### config.mk
export PLATFORM = sky130hd
export DESIGN_NAME = uart_tx_arbiter
export DESIGN_NICKNAME = d
export VERILOG_FILES = /design/src/rtl/uart_tx_arbiter.sv
export SDC_FILE = /design/constraint.sdc
export NUM_CORES = 1
export LEC_CHECK = 0
export ABC_AREA = 0
export BUFFER_PORTS_ARGS = -buffer_cell sky130_fd_sc_hd__buf_2
export CAP_MARGIN = 20
export CORE_UTILIZATION = 30
export DETAILED_ROUTE_END_ITERATION = 6
export GPL_TIMING_DRIVEN = 0
export PLACE_DENSITY = 0.52
export SKIP_LAST_GASP = 1
export SYNTH_ARGS = -nofsm -noshare
export SYNTH_HDL_FRONTEND = slang
export SYNTH_SLANG_ARGS = --single-unit
### constraint.sdc
create_clock -name clk -period 4.1 [get_ports clk]
set_input_delay 0.205 -clock clk [delete_from_list [all_inputs] [get_ports clk]]
set_output_delay 0.205 -clock clk [all_outputs]
set_load 0.1 [all_outputs]
### src/rtl/uart_tx_arbiter.sv
// uart_tx_arbiter
// ---------------
// Shares the single UART transmit write port among four byte-stream
// requesters. Grants are round-robin and packet-locked: once a requester
// owns the port it keeps it until it presents a byte flagged as last, or
// until it leaves its request low for TIMEOUT cycles while owning the port.
// After each byte is written, one GAP cycle lets tx_full settle before the
// next byte is sampled.
//
// Ports:
//   clk      : system clock
//   reset    : synchronous, active-high reset
//   req[i]   : requester i has a valid byte on its data lane
//   data     : byte lanes, requester i drives data[8*i+7:8*i]
//   last[i]  : the current byte of requester i ends its packet
//   ack[i]   : one-cycle pulse, byte of requester i was written
//   grant    : one-hot current owner, zero when idle
//   busy     : a packet is in progress
//   timeout  : one-cycle pulse, grant revoked because the owner stalled
//   tx_full  : UART TX FIFO full
//   wr_uart  : one-cycle write strobe to the UART
//   w_data   : byte to the UART, valid while wr_uart is high
module uart_tx_arbiter #(
    parameter int TIMEOUT = 255,
    parameter int TO_W    = 16
) (
    input  logic        clk,
    input  logic        reset,
    input  logic [3:0]  req,
    input  logic [31:0] data,
    input  logic [3:0]  last,
    output logic [3:0]  ack,
    output logic [3:0]  grant,
    output logic        busy,
    output logic        timeout,
    input  logic        tx_full,
    output logic        wr_uart,
    output logic [7:0]  w_data
);

    typedef enum logic [1:0] {
        IDLE,
        SEND,
        GAP
    } state_t;

    // The stall counter fires on the sample that would bring it to TIMEOUT.
    localparam logic [TO_W-1:0] TO_LAST = TO_W'(TIMEOUT - 1);

    state_t          state, state_nxt;
    logic [1:0]      ptr, ptr_nxt;
    logic [1:0]      owner, owner_nxt;
    logic [TO_W-1:0] cnt, cnt_nxt;
    logic [3:0]      grant_nxt, ack_nxt;
    logic            busy_nxt, timeout_nxt, wr_nxt;
    logic [7:0]      w_data_nxt;
    logic [1:0]      pick;
    logic            found;
    logic [7:0]      owner_data;

    // Round-robin search: walk the requests starting at the pointer and
    // wrapping around, taking the first one that is set. The 2-bit index
    // wraps on its own.
    always_comb begin
        found = 1'b0;
        pick  = ptr;
        for (int k = 0; k < 4; k++) begin
            if (!found && req[ptr + 2'(k)]) begin
                found = 1'b1;
                pick  = ptr + 2'(k);
            end
        end
    end

    // Byte lane of the current owner.
    always_comb begin
        owner_data = data[{owner, 3'b000} +: 8];
    end

    // Next-state and next-output logic. Every output is registered, so this
    // block computes what the outputs will show in the following cycle.
    always_comb begin
        state_nxt   = state;
        ptr_nxt     = ptr;
        owner_nxt   = owner;
        cnt_nxt     = cnt;
        grant_nxt   = grant;
        busy_nxt    = busy;
        ack_nxt     = 4'b0000;
        wr_nxt      = 1'b0;
        w_data_nxt  = w_data;
        timeout_nxt = 1'b0;
        case (state)
            IDLE: begin
                if (found) begin
                    owner_nxt = pick;
                    grant_nxt = 4'b0001 << pick;
                    busy_nxt  = 1'b1;
                    ptr_nxt   = pick + 2'd1;
                    cnt_nxt   = '0;
                    state_nxt = SEND;
                end
            end
            SEND: begin
                if (req[owner]) begin
                    // With tx_full high the owner simply waits; the stall
                    // counter only measures time with the request dropped.
                    if (!tx_full) begin
                        wr_nxt     = 1'b1;
                        w_data_nxt = owner_data;
                        ack_nxt    = 4'b0001 << owner;
                        cnt_nxt    = '0;
                        if (last[owner]) begin
                            grant_nxt = 4'b0000;
                            busy_nxt  = 1'b0;
                            state_nxt = IDLE;
                        end else begin
                            state_nxt = GAP;
                        end
                    end
                end else if (cnt == TO_LAST) begin
                    timeout_nxt = 1'b1;
                    grant_nxt   = 4'b0000;
                    busy_nxt    = 1'b0;
                    cnt_nxt     = '0;
                    state_nxt   = IDLE;
                end else begin
                    cnt_nxt = cnt + TO_W'(1);
                end
            end
            GAP: begin
                state_nxt = SEND;
            end
            default: begin
                grant_nxt = 4'b0000;
                busy_nxt  = 1'b0;
                state_nxt = IDLE;
            end
        endcase
    end

    // State and output registers. Reset drops everything at once, so a
    // packet in flight is abandoned without a trailing write.
    always_ff @(posedge clk) begin
        if (reset) begin
            state   <= IDLE;
            ptr     <= 2'd0;
            owner   <= 2'd0;
            cnt     <= '0;
            grant   <= 4'b0000;
            busy    <= 1'b0;
            ack     <= 4'b0000;
            wr_uart <= 1'b0;
            w_data  <= 8'h00;
            timeout <= 1'b0;
        end else begin
            state   <= state_nxt;
            ptr     <= ptr_nxt;
            owner   <= owner_nxt;
            cnt     <= cnt_nxt;
            grant   <= grant_nxt;
            busy    <= busy_nxt;
            ack     <= ack_nxt;
            wr_uart <= wr_nxt;
            w_data  <= w_data_nxt;
            timeout <= timeout_nxt;
        end
    end

endmodule

==> key figures <==
Status
  – Status: completed

Placed design
  – Routability cong.: 0.780
  – Port Buffers: 60
  – Cell Area, Placed: 2750 um2
  – HPWL after detailed placement: 4200 um

STA
  – Final Max Tran Viols: 0
  – Crit share post-route: 47.8%
  – F_max: 510 MHz
  – Slew HR: 45.6%
  – Final Hold Viols: 0
  – Setup TNS: 0 ns
  – Worst-Margin Slew: 0.809 ns
  – RSZ-0062 raised after global routing: no
  – Post-Route Skew: 0.00612 ns
  – Minimum clock period: 1.96 ns
  – Setup violators final: 0

Floorplan
  – Core Box Area: 7370 um2
  – Initial Utilization: 31.5%
  – Die area: 8090 um2
  – Chip height: 90.0 um
  – Die W: 90.0 um
  – Rows: 31
  – Io pins: 62

Synth
  – Post-synth EDFFs: 0
  – Cell variety after synth: 57
  – Post-Syn Area per Cell: 10.2 um2
  – Area contributors post-synth: dfxtp_1 (35%), mux4_2 (8.7%), mux2i_1 (5.6%), a311oi_2 (3.9%), nor2_1 (3.6%)
  – Ys flop type: dfxtp_1
  – Netlist Area Pre-Place: 2320 um2
  – Fraction of registers with async set/reset: 0%
  – Top cell type's share of synthesized area: 35.4%
  – Synth Register Bits: 41
  – Post-Synthesis Cells: 227
  – Largest area contributor in the netlist: dfxtp_1
  – Sequential area share after synthesis: 35.4%
  – Syn_nets: 276
  – Synth Warn #: 0

Setup path
  – Critical path origin: ptr[0]$_SDFFE_PP0P_
  – Crit path DAT: 2.16 ns
  – CP required: 4.30 ns
  – Critical path peak fanout: 5
  – Reg2reg start: ptr[0]$_SDFFE_PP0P_
  – Crit path capture type: flip-flop
  – Kind of critical path: reg2reg
  – Crit path launch type: flip-flop

Route
  – Starting DRT DRC Count: 78
  – Via density per instance: 5.06
  – Final ANT Viol Nets: 0
  – DR pass1 iterations: 4
  – Routed WL per cell: 14.7 um
  – Via count: 1994
  – Drt total wl: 5810 um
  – DRC viols: 0

Global route
  – Initial antenna violation count: 0
  – GRT overflow: 0
  – First-pass GRT wire length: 9610 um
  – Largest net degree at the start of global routing: 14
  – Vias in the first global route: 1937
  – GRT Total Usage: 14.7%

Flow run
  – Max-Cap Viols: 0

Power
  – Leak: 1.15 nW
  – Worst VDD drop: 0.160 mV
  – PD cells: 412 nW/um2

Finish
  – Fillers: 757
  – Layout cell share with drive strength beyond 1: 36.6%
  – Post-route cell area: 2880 um2
  – Fin nets: 343
  – Antenna Cells: 0
  – Layout overhead on the synthesized area: 24.0%

Hold path
  – Worst min path class: in2reg
  – Hold Crit Start: tx_full

Clock network
  – Post-CTS sizing: 0
  – Hold_buf cts: 0
  – Clk sinks: 41
  – Max H-tree Level: 2
  – Setup bufs post-CTS: 0
  – Clock Root Buffer: clkbuf_8
  – TritonCTS clock tree: built
  – Longest Clk Path Bufs: 2
  – CTS Buf Count: 5
  – Clk_lat worst skew: 0.30 ns
  – Worst-path clk slew: 0.08 ns
power breakdown:
group	switching, mW	leakage, nW	total [mW]	internal, mW
logic	0.226	0.751	0.353	0.128
clock network	0.155	0.0681	0.397	0.242
registers	0.0156	0.333	0.436	0.420
area by class of cell:
| type | instances | area, um2 | area share (%) |
|---|---|---|---|
| Buffer | 14 | 108 | 3.74 |
| Clock buffer | 5 | 68.8 | 2.39 |
| Clock inverter | 3 | 65.1 | 2.26 |
| Inverter | 10 | 37.5 | 1.30 |
| Multi-Input combinational cell | 162 | 1360 | 47.1 |
| Sequential cell | 41 | 821 | 28.5 |
| Tap cell | 99 | 124 | 4.30 |
| Timing Repair Buffer | 60 | 300 | 10.4 |
logic make-up (layout without fill, tap and decap cells):
group,after synthesis,after routing,share of synthesized area (%)
AO/OA/AOI/OAI,55,55,20.6
multiplexers,26,26,16.4
AND/OR/NAND/NOR,75,75,18.1
flip-flops,41,41,35.4
adder cells (fa/ha/maj),6,6,3.23
buffers and inverters,24,92,6.25
cells in the mapped netlist (all sizes together) (3+ instances only):
master and number:
nand3 8, mux2 4, a21oi 9, ha 6
a22o 4, clkbuf 3, o21ai 5, inv 10
mux2i 13, and3 6, a311oi 10, dfxtp 41
nand2b 4, buf 11, nor3 5, a31oi 5
nand2 13, mux4 9, nor2 22, a211oi 4
a41oi 4
final timing paths:
| check | cells after the start | slack (ns) | endpoint |
|---|---|---|---|
| hold reg to reg | 1 | 0.47 | grant[0]$_SDFFE_PP0P_ |
| setup reg to reg | 6 | 2.14 | grant[0]$_SDFFE_PP0P_ |
| hold / removal | 4 | 0.35 | state[0]$_SDFFE_PP0P_ |
| setup / recovery | 6 | 2.14 | grant[0]$_SDFFE_PP0P_ |
registers in the layout, indices dropped and copies added (netlist names):
register	count
cnt	16
w_data	8
ack	4
grant	4
owner	2
ptr	2
state	2
busy	1
timeout	1
wr_uart	1
per-layer routing:
| metal | GRT usage [%] | share of wire (%) | up-vias |
|---|---|---|---|
| met5 | 0 | 0 | - |
| met4 | 3.63 | 0.91 | 0 |
| met3 | 3.38 | 6.2 | 6 |
| met2 | 25.2 | 46 | 73 |
| met1 | 18.6 | 47 | 921 |
| li1 | - | - | 994 |
worst max-delay path, stage by stage, from the launching register on:
cell	delay, ns
dfxtp_1	0.38
nor2b_1	0.08
a21o_1	0.16
a211oi_1	0.64
inv_1	0.15
ha_1	0.24
a22o_1	0.20
cell usage in the layout (no fill, tap or decap), types with 3 or more instances in the layout:
master / instances
a21oi_1: 9
a31oi_1: 4
o21ai_0: 3
mux2i_1: 13
dfxtp_1: 41
clkbuf_1: 3
a311oi_2: 6
mux4_2: 9
mux2_2: 3
and3_1: 6
a311oi_1: 4
nor3_1: 5
a22o_1: 4
nand2_1: 13
clkbuf_8: 5
nand3_1: 8
buf_6: 6
nor2_1: 22
buf_2: 62
inv_1: 10
ha_1: 6
a211oi_1: 3
nand2b_1: 4
per-stage QoR:
stage | total power [mW] | cells | utilization (%) | setup WS (ns) | hold slack (ns)
after floorplan | 0.721 | 227 | - | 2.42 | 0.461
after global placement | 0.799 | 386 | 37.2 | 2.13 | 0.452
after detailed placement | 0.800 | 386 | 37.2 | 2.14 | 0.455
after CTS | 1.20 | 394 | 39.1 | 2.17 | 0.337
after global routing | 1.25 | 394 | 39.1 | 2.02 | 0.357
final | 1.19 | 394 | 39.1 | 2.14 | 0.346
No activity file was read; power rests on OpenSTA's default activity.
